--- src/rtl/uart_tx_fifo_drain_if.sv ---
// uart_tx_fifo_drain_if: FIFO read port, baud control and serial/status bundle for the UART drain.
//   i_enable, i_baud_div, i_fifo_empty, i_fifo_rddata : into the drain
//   o_fifo_rden, o_txd, o_busy, o_frame_done          : out of the drain
//   slave  = the drain itself; master = the FIFO/CPU/pad side
interface uart_tx_fifo_drain_if #(
  parameter int P_WIDTH = 8,
  parameter int P_DIV_W = 16
);
  logic               i_enable;
  logic [P_DIV_W-1:0] i_baud_div;
  logic               i_fifo_empty;
  logic [P_WIDTH-1:0] i_fifo_rddata;
  logic               o_fifo_rden;
  logic               o_txd;
  logic               o_busy;
  logic               o_frame_done;
  modport master (
    output i_enable, i_baud_div, i_fifo_empty, i_fifo_rddata,
    input  o_fifo_rden, o_txd, o_busy, o_frame_done
  );
  modport slave (
    input  i_enable, i_baud_div, i_fifo_empty, i_fifo_rddata,
    output o_fifo_rden, o_txd, o_busy, o_frame_done
  );
endinterface

--- src/rtl/uart_tx_fifo_drain.sv ---
// uart_tx_fifo_drain: pops bytes from the TX FIFO and serialises them as UART frames.
//   i_clk, i_rst (async, active-high) : clock and reset
//   bus (uart_tx_fifo_drain_if.slave) : enable, baud divisor, FIFO read port, TXD, busy, frame_done
//   Optional macro UART_TX_PARITY_EN adds an even-parity bit between data and stop.
module uart_tx_fifo_drain #(
  parameter int P_WIDTH     = 8,
  parameter int P_DIV_W     = 16,
  parameter int P_STOP_BITS = 1
) (
  input logic                 i_clk,
  input logic                 i_rst,
  uart_tx_fifo_drain_if.slave bus
);
  localparam int BW = (P_WIDTH > 1) ? $clog2(P_WIDTH) : 1;
  localparam logic [BW-1:0] LAST_BIT = BW'(P_WIDTH - 1);
  localparam logic LAST_STOP = (P_STOP_BITS == 2);
  typedef enum logic [2:0] {
    IDLE, FETCH, LOAD, START, DATA,
`ifdef UART_TX_PARITY_EN
    PARITY,
`endif
    STOP
  } state_t;
  state_t state_q, state_d;
  logic [P_DIV_W-1:0] cnt_q, cnt_d, div_q, div_d;
  logic [BW-1:0] bit_q, bit_d;
  logic stop_q, stop_d;
  logic [P_WIDTH-1:0] shift_q, shift_d;
  logic txd_q, txd_d;
`ifdef UART_TX_PARITY_EN
  logic par_q, par_d;
`endif
  logic bit_end, timing;
  assign bit_end = cnt_q == div_q;
  // Only the serial states pace themselves with the bit counter.
  assign timing = !(state_q inside {IDLE, FETCH, LOAD});
  assign bus.o_fifo_rden = state_q == FETCH;
  assign bus.o_busy = state_q != IDLE;
  assign bus.o_txd = txd_q;
  assign bus.o_frame_done = state_q == STOP && bit_end && stop_q == LAST_STOP;
  always_comb begin
    state_d = state_q;
    cnt_d = timing && !bit_end ? cnt_q + 1'b1 : '0;
    div_d = div_q;
    bit_d = bit_q;
    stop_d = stop_q;
    shift_d = shift_q;
`ifdef UART_TX_PARITY_EN
    par_d = par_q;
`endif
    case (state_q)
      IDLE: state_d = bus.i_enable && !bus.i_fifo_empty ? FETCH : IDLE;
      FETCH: state_d = LOAD;
      LOAD: begin
        shift_d = bus.i_fifo_rddata;
        div_d = bus.i_baud_div;
`ifdef UART_TX_PARITY_EN
        par_d = ^bus.i_fifo_rddata;
`endif
        state_d = START;
      end
      START: if (bit_end) begin
        bit_d = '0;
        state_d = DATA;
      end
      DATA: if (bit_end) begin
        shift_d = shift_q >> 1;
        bit_d = bit_q + 1'b1;
        if (bit_q == LAST_BIT) begin
          stop_d = 1'b0;
`ifdef UART_TX_PARITY_EN
          state_d = PARITY;
`else
          state_d = STOP;
`endif
        end
      end
`ifdef UART_TX_PARITY_EN
      PARITY: if (bit_end) begin
        stop_d = 1'b0;
        state_d = STOP;
      end
`endif
      STOP: if (bit_end) begin
        stop_d = stop_q != LAST_STOP;
        state_d = stop_q == LAST_STOP ? IDLE : STOP;
      end
      default: state_d = IDLE;
    endcase
    // TXD is registered from the next state so the pin changes with the state.
`ifdef UART_TX_PARITY_EN
    txd_d = state_d == START ? 1'b0 : state_d == DATA ? shift_d[0] : state_d == PARITY ? par_d : 1'b1;
`else
    txd_d = state_d == START ? 1'b0 : state_d == DATA ? shift_d[0] : 1'b1;
`endif
  end
  always_ff @(posedge i_clk or posedge i_rst) begin
    if (i_rst) begin
      state_q <= IDLE;
      cnt_q <= '0;
      div_q <= '0;
      bit_q <= '0;
      stop_q <= 1'b0;
      shift_q <= '0;
      txd_q <= 1'b1;
`ifdef UART_TX_PARITY_EN
      par_q <= 1'b0;
`endif
    end else begin
      state_q <= state_d;
      cnt_q <= cnt_d;
      div_q <= div_d;
      bit_q <= bit_d;
      stop_q <= stop_d;
      shift_q <= shift_d;
      txd_q <= txd_d;
`ifdef UART_TX_PARITY_EN
      par_q <= par_d;
`endif
    end
  end
endmodule

--- src/flat_wrapper.sv ---
// flat-port wrapper written by rule: the top's interface ports become plain ports
module uart_tx_fifo_drain_flat 
#(
  parameter int P_WIDTH     = 8,
  parameter int P_DIV_W     = 16,
  parameter int P_STOP_BITS = 1
)
  (i_clk, i_rst, bus_i_enable, bus_i_baud_div, bus_i_fifo_empty, bus_i_fifo_rddata, bus_o_fifo_rden, bus_o_txd, bus_o_busy, bus_o_frame_done);
  uart_tx_fifo_drain_if #(.P_WIDTH(P_WIDTH), .P_DIV_W(P_DIV_W)) bus_i ();
  input logic i_clk;
  input logic i_rst;
  input wire logic [$bits(bus_i.i_enable)-1:0] bus_i_enable;
  input wire logic [$bits(bus_i.i_baud_div)-1:0] bus_i_baud_div;
  input wire logic [$bits(bus_i.i_fifo_empty)-1:0] bus_i_fifo_empty;
  input wire logic [$bits(bus_i.i_fifo_rddata)-1:0] bus_i_fifo_rddata;
  output wire logic [$bits(bus_i.o_fifo_rden)-1:0] bus_o_fifo_rden;
  output wire logic [$bits(bus_i.o_txd)-1:0] bus_o_txd;
  output wire logic [$bits(bus_i.o_busy)-1:0] bus_o_busy;
  output wire logic [$bits(bus_i.o_frame_done)-1:0] bus_o_frame_done;
  assign bus_i.i_enable = bus_i_enable;
  assign bus_i.i_baud_div = bus_i_baud_div;
  assign bus_i.i_fifo_empty = bus_i_fifo_empty;
  assign bus_i.i_fifo_rddata = bus_i_fifo_rddata;
  assign bus_o_fifo_rden = bus_i.o_fifo_rden;
  assign bus_o_txd = bus_i.o_txd;
  assign bus_o_busy = bus_i.o_busy;
  assign bus_o_frame_done = bus_i.o_frame_done;
  uart_tx_fifo_drain #(.P_WIDTH(P_WIDTH), .P_DIV_W(P_DIV_W), .P_STOP_BITS(P_STOP_BITS)) u_core (.i_clk(i_clk), .i_rst(i_rst), .bus(bus_i));
endmodule
--- config.mk ---
export PLATFORM = sky130hd
export DESIGN_NAME = uart_tx_fifo_drain_flat
export DESIGN_NICKNAME = d
export VERILOG_FILES = /design/src/rtl/uart_tx_fifo_drain_if.sv /design/src/rtl/uart_tx_fifo_drain.sv /design/src/flat_wrapper.sv
export SDC_FILE = /design/constraint.sdc
export NUM_CORES = 1
export LEC_CHECK = 0
export ABC_CLOCK_PERIOD_IN_PS = 2000
export CAP_MARGIN = 20
export CORE_MARGIN = 2
export CORE_UTILIZATION = 54
export CTS_CLUSTER_SIZE = 40
export DETAILED_ROUTE_END_ITERATION = 12
export GPL_ROUTABILITY_DRIVEN = 0
export MAX_ROUTING_LAYER = met4
export PLACE_DENSITY = 0.79
export SLEW_MARGIN = 30
export SYNTH_ARGS = -nofsm -noshare
export SYNTH_HDL_FRONTEND = slang
export SYNTH_SLANG_ARGS = --single-unit
--- constraint.sdc ---
create_clock -name i_clk -period 2 [get_ports i_clk]
set_input_delay 0.4 -clock i_clk [delete_from_list [all_inputs] [get_ports i_clk]]
set_output_delay 0.4 -clock i_clk [all_outputs]
set_load 0.01 [all_outputs]
* Word level (Yosys, flattened, before mapping) *
Cells that the tools add are included.

storage, ports and cells
  bits of input ports = 28
  logic and storage cells = 47
  output and inout port bits = 4
  register bits after elaboration = 47

cells by class
  eq/ne operators = 11
  reductions and logical operators = 13
  $add $sub $neg = 2
  multiplexer cells = 14

operator list
  kind                     count
  $mux W3                  6
  $pmux W3 S6              1
  $add A16 B1 Y16 const B  1
  $eq A16 B16 Y1           1
  $mux W16                 1
  $pmux W8 S2              1
  $eq A3 B3 Y1 const B     4
  $eq A3 B2 Y1 const B     3
  $mux W8                  1
  $pmux W3 S2              1
  $reduce_bool A3 Y1       2
  $ne A2 B1 Y1 const B     2
  $reduce_bool A2 Y1       2
  $add A3 B1 Y3 const B    1
  $eq A3 B1 Y1 const B     1
  $logic_and A1 B1 Y1      3
  $logic_not A1 Y1         3
  $logic_not A3 Y1         1
  $mux W1                  3
  $reduce_and A3 Y1        1
  $reduce_and A2 Y1        1

* Logic depth before layout (Yosys ltp) *
Gate-level depths: netlist of the first run.

  depth in word-level cells = 7
  gate-level depth with buffers = 7
  depth with buffers taken out = 6

* Worst setup path after synthesis of the first run *
No wires, ideal clock.

  kind = reg2out
  start = reg u_core.cnt_q[3]
  end = out bus_o_frame_done
  cell stages (with the launch flop) = 7
  path buffers = 1
  required time = 1.600 ns
  path slack = 0.086 ns
  arrival = 1.514 ns
  path through = dfrtp_1 -> xnor2_1 -> nand4_1 -> nor4_4 -> buf_4 -> nand2_1 -> nor2_1

on the way
  longest elaborated chain between the ends = 2

RTL lines
  what                      RTL line                   text
  start: declaration        uart_tx_fifo_drain.sv:25   logic [P_DIV_W-1:0] cnt_q, cnt_d, div_q, div_d;
  start signal: assignment  uart_tx_fifo_drain.sv:111  cnt_q <= cnt_d;
  $eq A16 B16 Y1            uart_tx_fifo_drain.sv:34   assign bit_end = cnt_q == div_q;
  $logic_and A1 B1 Y1       uart_tx_fifo_drain.sv:40   assign bus.o_frame_done = state_q == STOP && bit_end && stop_q == LAST_STOP;
  end: declaration          flat_wrapper.sv:19         output wire logic [$bits(bus_i.o_frame_done)-1:0] bus_o_frame_done;

Every way passes these cells.

* Final worst setup path of the first run *
  start = reg u_core.cnt_q[14]
  end = out bus_o_frame_done

The elaborated chain is that of the path after synthesis.

==> results of run 1 <==
## cells in the final DEF (no fill, tap or decap), types with 2 or more instances in the layout
cell type,Yosys,final
nand3_1,9,9
xnor2_1,25,24
inv_1,5,4
a221o_1,6,6
dfrtp_2,0,3
buf_4,2,28
dfrtp_1,46,43
clkbuf_8,0,7
clkdlybuf4s50_1,0,29
nor3_1,5,4
nand2_1,7,7
and3b_1,2,2
o21a_1,2,2
o21ai_0,2,2
nor3b_1,3,3
ha_1,3,3
or3_1,2,2
and3_1,2,2
nand3b_1,2,2
xor2_1,5,5
a21oi_1,7,5
and2_1,7,6
mux2_2,16,16
nand4_1,5,5
nor2_1,24,23
a21oi_2,0,2
nand2b_1,2,2
## cells by family (layout without fill, tap and decap cells)
kind of cell               Yosys count  count (layout)  share of synthesized area [%]
AOI/OAI and AO/OA                   22              22                           6.78
xor gates and xnor gates            30              30                           11.3
adders and majority gates            3               3                           1.61
buffers and inverters               15              75                           3.01
DFF                                 47              47                           50.6
muxes                               17              17                           8.18
and+or+nand+nor                     78              78                           18.5
## worst max-delay path: stages, from the launching register on
cell and delay (ns):
dfrtp_1 0.40, xnor2_1 0.19, nand4_1 0.15, nor4_4 0.35, nand2_1 0.11, nor2_1 0.09, buf_2 0.13
## power by group through the flow
stage | registers (W) | clock network, W | logic, W
after floorplan | 0.00147 | 0 | 0.000629
after global placement | 0.00148 | 0 | 0.000929
after detailed placement | 0.00149 | 0 | 0.000959
after CTS | 0.00147 | 0.000628 | 0.000984
after global routing | 0.00151 | 0.000662 | 0.00108
final | 0.00147 | 0.000617 | 0.000974
## what timing repair did
action	CTS	global route
setup buffers	3	3
resized for setup	8	10
cloned	0	0
setup endpoints to repair	4	26
pin swaps	3	5
## flip-flops by register name, indices dropped and copies added (netlist names)
register	flops
u_core.bit_q	3
u_core.div_q	16
u_core.state_q	3
u_core.cnt_q	16
u_core.bus.o_txd	1
u_core.shift_q	8
## worst paths after layout
| kind | from | to | slack [ns] | depth (start not counted) |
|---|---|---|---|---|
| setup / recovery | u_core.cnt_q[14] | bus_o_frame_done | -0.12 | 6 |
| hold / removal | i_rst | u_core.cnt_q[8] | 0.44 | 3 |
| setup reg to reg | u_core.cnt_q[14] | u_core.bit_q[1] | 0.05 | 8 |
| hold reg to reg | u_core.shift_q[7] | u_core.shift_q[6] | 0.52 | 1 |
| max in group asynchronous | i_rst | u_core.bus.o_txd | 1.29 | 3 |
| min in group i_clk | u_core.shift_q[7] | u_core.shift_q[6] | 0.52 | 1 |
## per-layer routing
layer / vias to the layer above / track usage [%] / share of wire, %
met5: - / - / 0
met4: 0 / 8.33 / 1.8
met3: 8 / 4.07 / 3.9
met2: 36 / 33.0 / 47
met1: 843 / 28.4 / 47
li1: 856 / - / -
## final cells by class
class                      count  area (µm²)  area share [%]
inverter                       5        18.8           0.620
timing repair buffer          62         561            18.5
clock buffer                   8         100            3.30
multi-input combinational    150        1110            36.5
sequential                    47        1180            39.0
tap                           50        62.6            2.07
## through the flow
stage / cells / total power, W
2_1_floorplan: 212 / 0.00210
5_1_grt: 322 / 0.00325
3_5_place_dp: 309 / 0.00245
3_3_place_gp: 309 / 0.00240
4_1_cts: 320 / 0.00308
6_report: 322 / 0.00306
==> flow_metrics.env, run 1 <==
export IMPL_outcome="finished with violations"
export IMPL_violations="negative setup slack"
export IMPL_cts_sinks=47
export IMPL_syn_area_mm2=0.00233
export IMPL_core_area_mm2=0.00409
export IMPL_syn2layout_area_growth_pct=30.2
export IMPL_slew_headroom_pct=78.1
export IMPL_die_area_mm2=0.00485
export IMPL_period_minus_slack_ns=2.12
export IMPL_synth_seq_cells=47
export IMPL_dp_final_hpwl_um=3270
export IMPL_crit_path_end_kind="primary output"
export IMPL_clkPwrFrac_pct=20.1
export IMPL_fmax_mhz=472
export IMPL_dp_slack_ns=-0.204
export IMPL_crit_path_max_fanout=2
export IMPL_drive_gt1_share_pct=25.0
export IMPL_cts_hold_buf=0
export IMPL_hold_viol=0
export IMPL_synthTopCellsByArea="dfrtp_1, xnor2_1, mux2_2"
export IMPL_fin_tns_setup_ns=-0.120
export IMPL_setup_viol=1
export IMPL_critical_path_class="reg2out"
export IMPL_hold_path_class="in2async"
export IMPL_yosys_most_used_dff="dfrtp_1"
export IMPL_synth_top_area_cell="dfrtp_1"
export IMPL_synth_edf_count=0
export IMPL_async_reset_ff_share_pct=100
export IMPL_finClkSkew_ns=0.00424
export IMPL_routedWlPerCell_um=14.6
export IMPL_hold_worst_slack_ns=0.440
export IMPL_synth_warnings=0
export IMPL_clk_path_buf_depth=2
export IMPL_numCtsBuffers=5
export IMPL_cts_tree="done"
export IMPL_port_buffers=31
export IMPL_antenna_found_initial=0
export IMPL_ant_nets=0
export IMPL_die_h_um=69.6
export IMPL_power_density_mw_per_mm2=1010
export IMPL_track_usage_pct=21.5
export IMPL_pwr_share_comb_pct=31.8
export IMPL_design_area_mm2=0.00303
export IMPL_maxCapViolCount=0
export IMPL_viasPerCell=5.41
export IMPL_rows=23
export IMPL_critPathArrivalTime_ns=1.72
export IMPL_h_tree_depth=2
export IMPL_start_util_pct=56.9
export IMPL_synthMostInstantiatedCell="dfrtp_1"
export IMPL_grt_overflow=0
export IMPL_yosys_cell_types_count=40
export IMPL_syn_avg_cell_area_um2=11.0
export IMPL_synth_common_cells="dfrtp_1, xnor2_1, nor2_1"
export IMPL_switchingPower_w=0.000898
export IMPL_cts_root_buf="clkbuf_8"
export IMPL_clk_pin_slew_ns=0.08
export IMPL_vias=1743
export IMPL_yosysSeqAreaShare_pct=50.6
export IMPL_grt_setup_unrepaired="yes"
export IMPL_synth_nets=243
export IMPL_clock_latency_ns=0.30
export IMPL_n_antenna_cell=0
export IMPL_io_pins=32
export IMPL_nets=302
export IMPL_grt_pass1_wl_um=7980
export IMPL_drcViolationCount=0
export IMPL_layout_setup_ws_ns=-0.120
export IMPL_synthCells=212
export IMPL_period_share_pct=106
export IMPL_n_fill_cell=297
export IMPL_critPathLaunchType="flip-flop"
export IMPL_internal_power_w=0.00217
export IMPL_drt_iter0_drc=117
export IMPL_final_util_pct=74.1
export IMPL_tightestPinTransition_ns=0.327
export IMPL_slew_viol_final=0
export IMPL_grt_max_degree=48
export IMPL_ir_drop_mv=0.653
export IMPL_yosysTopAreaCellShare_pct=49.5
export IMPL_first_global_vias=1709
export IMPL_p_leak_nw=1.31
export IMPL_dr_pass1_iters=4
export IMPL_routed_wl_um=4700
export IMPL_cp_required_ns=1.60
export IMPL_switching_share_pct=29.3
export IMPL_placed_cell_area_mm2=0.00286
export IMPL_seqPwrFrac_pct=48.1
export IMPL_die_w_um=69.6
Power figures use the tool's default switching activity.
==> run 2, diff against run 1 <==
--- a/config.mk
+++ b/config.mk
@@ -5,7 +5,7 @@
 export SDC_FILE = /design/constraint.sdc
 export NUM_CORES = 1
 export LEC_CHECK = 0
-export ABC_CLOCK_PERIOD_IN_PS = 2000
+export ABC_CLOCK_PERIOD_IN_PS = 2200
 export CAP_MARGIN = 20
 export CORE_MARGIN = 2
 export CORE_UTILIZATION = 54
==> constraint.sdc (replaced) <==
create_clock -name i_clk -period 2.2 [get_ports i_clk]
set_input_delay 0.44 -clock i_clk [delete_from_list [all_inputs] [get_ports i_clk]]
set_output_delay 0.44 -clock i_clk [all_outputs]
set_load 0.01 [all_outputs]
==> flow_metrics.env, run 2 (synthesis gave the netlist of run 1 again) <==
export IMPL_worstPathCellList="xnor2_1 > nand4_1 > nor4_4 > nand2_1 > nor2_1 > buf_2"
export IMPL_ff2ff_setup_slack_ns=0.13
export IMPL_cts_sinks=47
export IMPL_critical_path_class="reg2out"
export IMPL_syn2layout_area_growth_pct=27.0
export IMPL_die_h_um=69.6
export IMPL_grt_overflow=0
export IMPL_antenna_found_initial=0
export IMPL_met2_usage_pct=32.7
export IMPL_die_area_mm2=0.00485
export IMPL_period_share_pct=100
export IMPL_io_pins=32
export IMPL_crit_path_max_fanout=2
export IMPL_core_area_mm2=0.00409
export IMPL_outcome="finished with violations"
export IMPL_ant_nets=0
export IMPL_r2r_start="u_core.cnt_q[15]"
export IMPL_die_w_um=69.6
export IMPL_grt_max_degree=48
export IMPL_hold_path_class="in2async"
export IMPL_cts_tree="done"
export IMPL_layout_commonest_cell="dfrtp_1"
export IMPL_port_buffers=31
export IMPL_drcViolationCount=0
export IMPL_dr_pass1_iters=4
export IMPL_h_tree_depth=2
export IMPL_grt_pass1_wl_um=8210
export IMPL_slew_headroom_pct=58.0
export IMPL_design_area_mm2=0.00295
export IMPL_drive_gt1_share_pct=20.6
export IMPL_grt_setup_unrepaired="yes"
export IMPL_start_util_pct=56.9
export IMPL_final_cell_mix="dfrtp_1, clkdlybuf4s50_1, xnor2_1, buf_4, nor2_1"
export IMPL_period_minus_slack_ns=2.20
export IMPL_finClkSkew_ns=0.00286
export IMPL_clock_latency_ns=0.30
export IMPL_clk_path_buf_depth=2
export IMPL_drt_iter0_drc=112
export IMPL_layout_setup_ws_ns=-0.00321
export IMPL_ir_drop_mv=0.625
export IMPL_rr_worst_depth=6
export IMPL_routed_wl_um=4670
export IMPL_cts_hold_buf=0
export IMPL_clk_pin_slew_ns=0.08
export IMPL_slew_viol_final=0
export IMPL_n_antenna_cell=0
export IMPL_stdcell_count=317
export IMPL_dp_final_hpwl_um=3270
export IMPL_crit_path_end_kind="primary output"
export IMPL_routedWlPerCell_um=14.7
export IMPL_top_usage_layer="met2"
export IMPL_tightestPinTransition_ns=0.625
export IMPL_cts_root_buf="clkbuf_8"
export IMPL_grt_met3_usage_pct=6.54
export IMPL_placed_cell_area_mm2=0.00283
export IMPL_cp_required_ns=1.76
export IMPL_hold_viol=0
export IMPL_violations="negative setup slack"
export IMPL_crit_reg2reg_capture="u_core.state_q[0]"
export IMPL_nets=297
export IMPL_power_density_mw_per_mm2=941
export IMPL_reg_top3="u_core.cnt_q: 16 flops, u_core.div_q: 16 flops, u_core.shift_q: 8 flops"
export IMPL_p_total_w=0.00278
export IMPL_first_global_vias=1709
export IMPL_critPathLaunchType="flip-flop"
export IMPL_numCtsBuffers=5
export IMPL_cp_slowest_cell="dfrtp_1"
export IMPL_met1_usage_pct=30.0
export IMPL_rows=23
export IMPL_p_leak_nw=1.28
export IMPL_maxCapViolCount=0
export IMPL_track_usage_pct=22.1
export IMPL_cpPeakStageDelay_ns=0.40
export IMPL_place_inst=305
export IMPL_setup_viol=1
export IMPL_vias=1690
export IMPL_critPathArrivalTime_ns=1.76
export IMPL_n_fill_cell=304
export IMPL_viasPerCell=5.33
export IMPL_fmax_mhz=454
-- run 2: changes by cell type in the layout (fill, tap and decap cells not counted), sizes merged --
cell	change
clkdlybuf4s50	+1
buf	-5
dlygate4sd2	-1
-- run 2: how the worst max path moves through the flow --
stage	start	endpoint	slack, ns	cells after the start
2_1_floorplan	u_core.cnt_q[3]	bus_o_frame_done	0.25	6
3_3_place_gp	u_core.div_q[3]	bus_o_frame_done	-0.07	6
3_5_place_dp	u_core.div_q[3]	bus_o_frame_done	-0.07	6
4_1_cts	u_core.cnt_q[13]	bus_o_frame_done	-0.02	6
5_1_grt	u_core.cnt_q[15]	bus_o_frame_done	-0.13	6
6_report	u_core.cnt_q[15]	bus_o_frame_done	-0.003	6
-- run 2: worst max-delay path, delay by kind of cell (launching register included) --
| family | cells | cell delay (ns) |
|---|---|---|
| buffers and inverters | 1 | 0.13 |
| DFF | 1 | 0.40 |
| and+or+nand+nor | 4 | 0.75 |
| xor gates and xnor gates | 1 | 0.19 |
-- run 2: metal layers --
metal | part of all wire, % | wire length, µm | vias up
li1 | - | - | 844
met1 | 47 | 2170 | 806
met2 | 48 | 2230 | 36
met3 | 4.8 | 224 | 4
met4 | 0.92 | 43 | 0
met5 | 0 | 0 | -
-- run 2: power breakdown --
group	switching [W]	internal (W)	total, W	leakage, nW
clock	0.000279	0.000287	0.000566	0.0515
combinational	0.000351	0.000520	0.000871	0.640
sequential	0.000197	0.00115	0.00134	0.587
-- run 2: layout make-up --
cell class,count,area (µm²),area share [%]
multi-input cells,150,1080,36.6
well taps,50,62.6,2.12
clock buffers,8,100,3.39
flip-flops and latches,47,1180,39.9
inverters,5,18.8,0.635
repair buffers,57,513,17.4
-- run 2: repair_timing --
action | 4_1_cts | 5_1_grt
endpoints found under the hold margin | 0 | 0
gates cloned | 0 | 0
setup endpoints to repair | 1 | 2
resized for setup | 4 | 1
pin swaps | 6 | 4
setup buffers | 3 | 1
-- run 2: through the flow --
| stage | utilization, % | TNS [ns] | setup WS, ns | hold slack (ns) |
|---|---|---|---|---|
| 6_report | 72.3 | -0.00321 | -0.00321 | 0.483 |
| 5_1_grt | 72.3 | -0.130 | -0.130 | 0.503 |
| 4_1_cts | 72.1 | -0.0154 | -0.0154 | 0.492 |
| 3_5_place_dp | 69.2 | -0.0708 | -0.0708 | 0.501 |
| 3_3_place_gp | 69.2 | -0.0671 | -0.0671 | 0.492 |
| 2_1_floorplan | - | 0 | 0.246 | 0.473 |
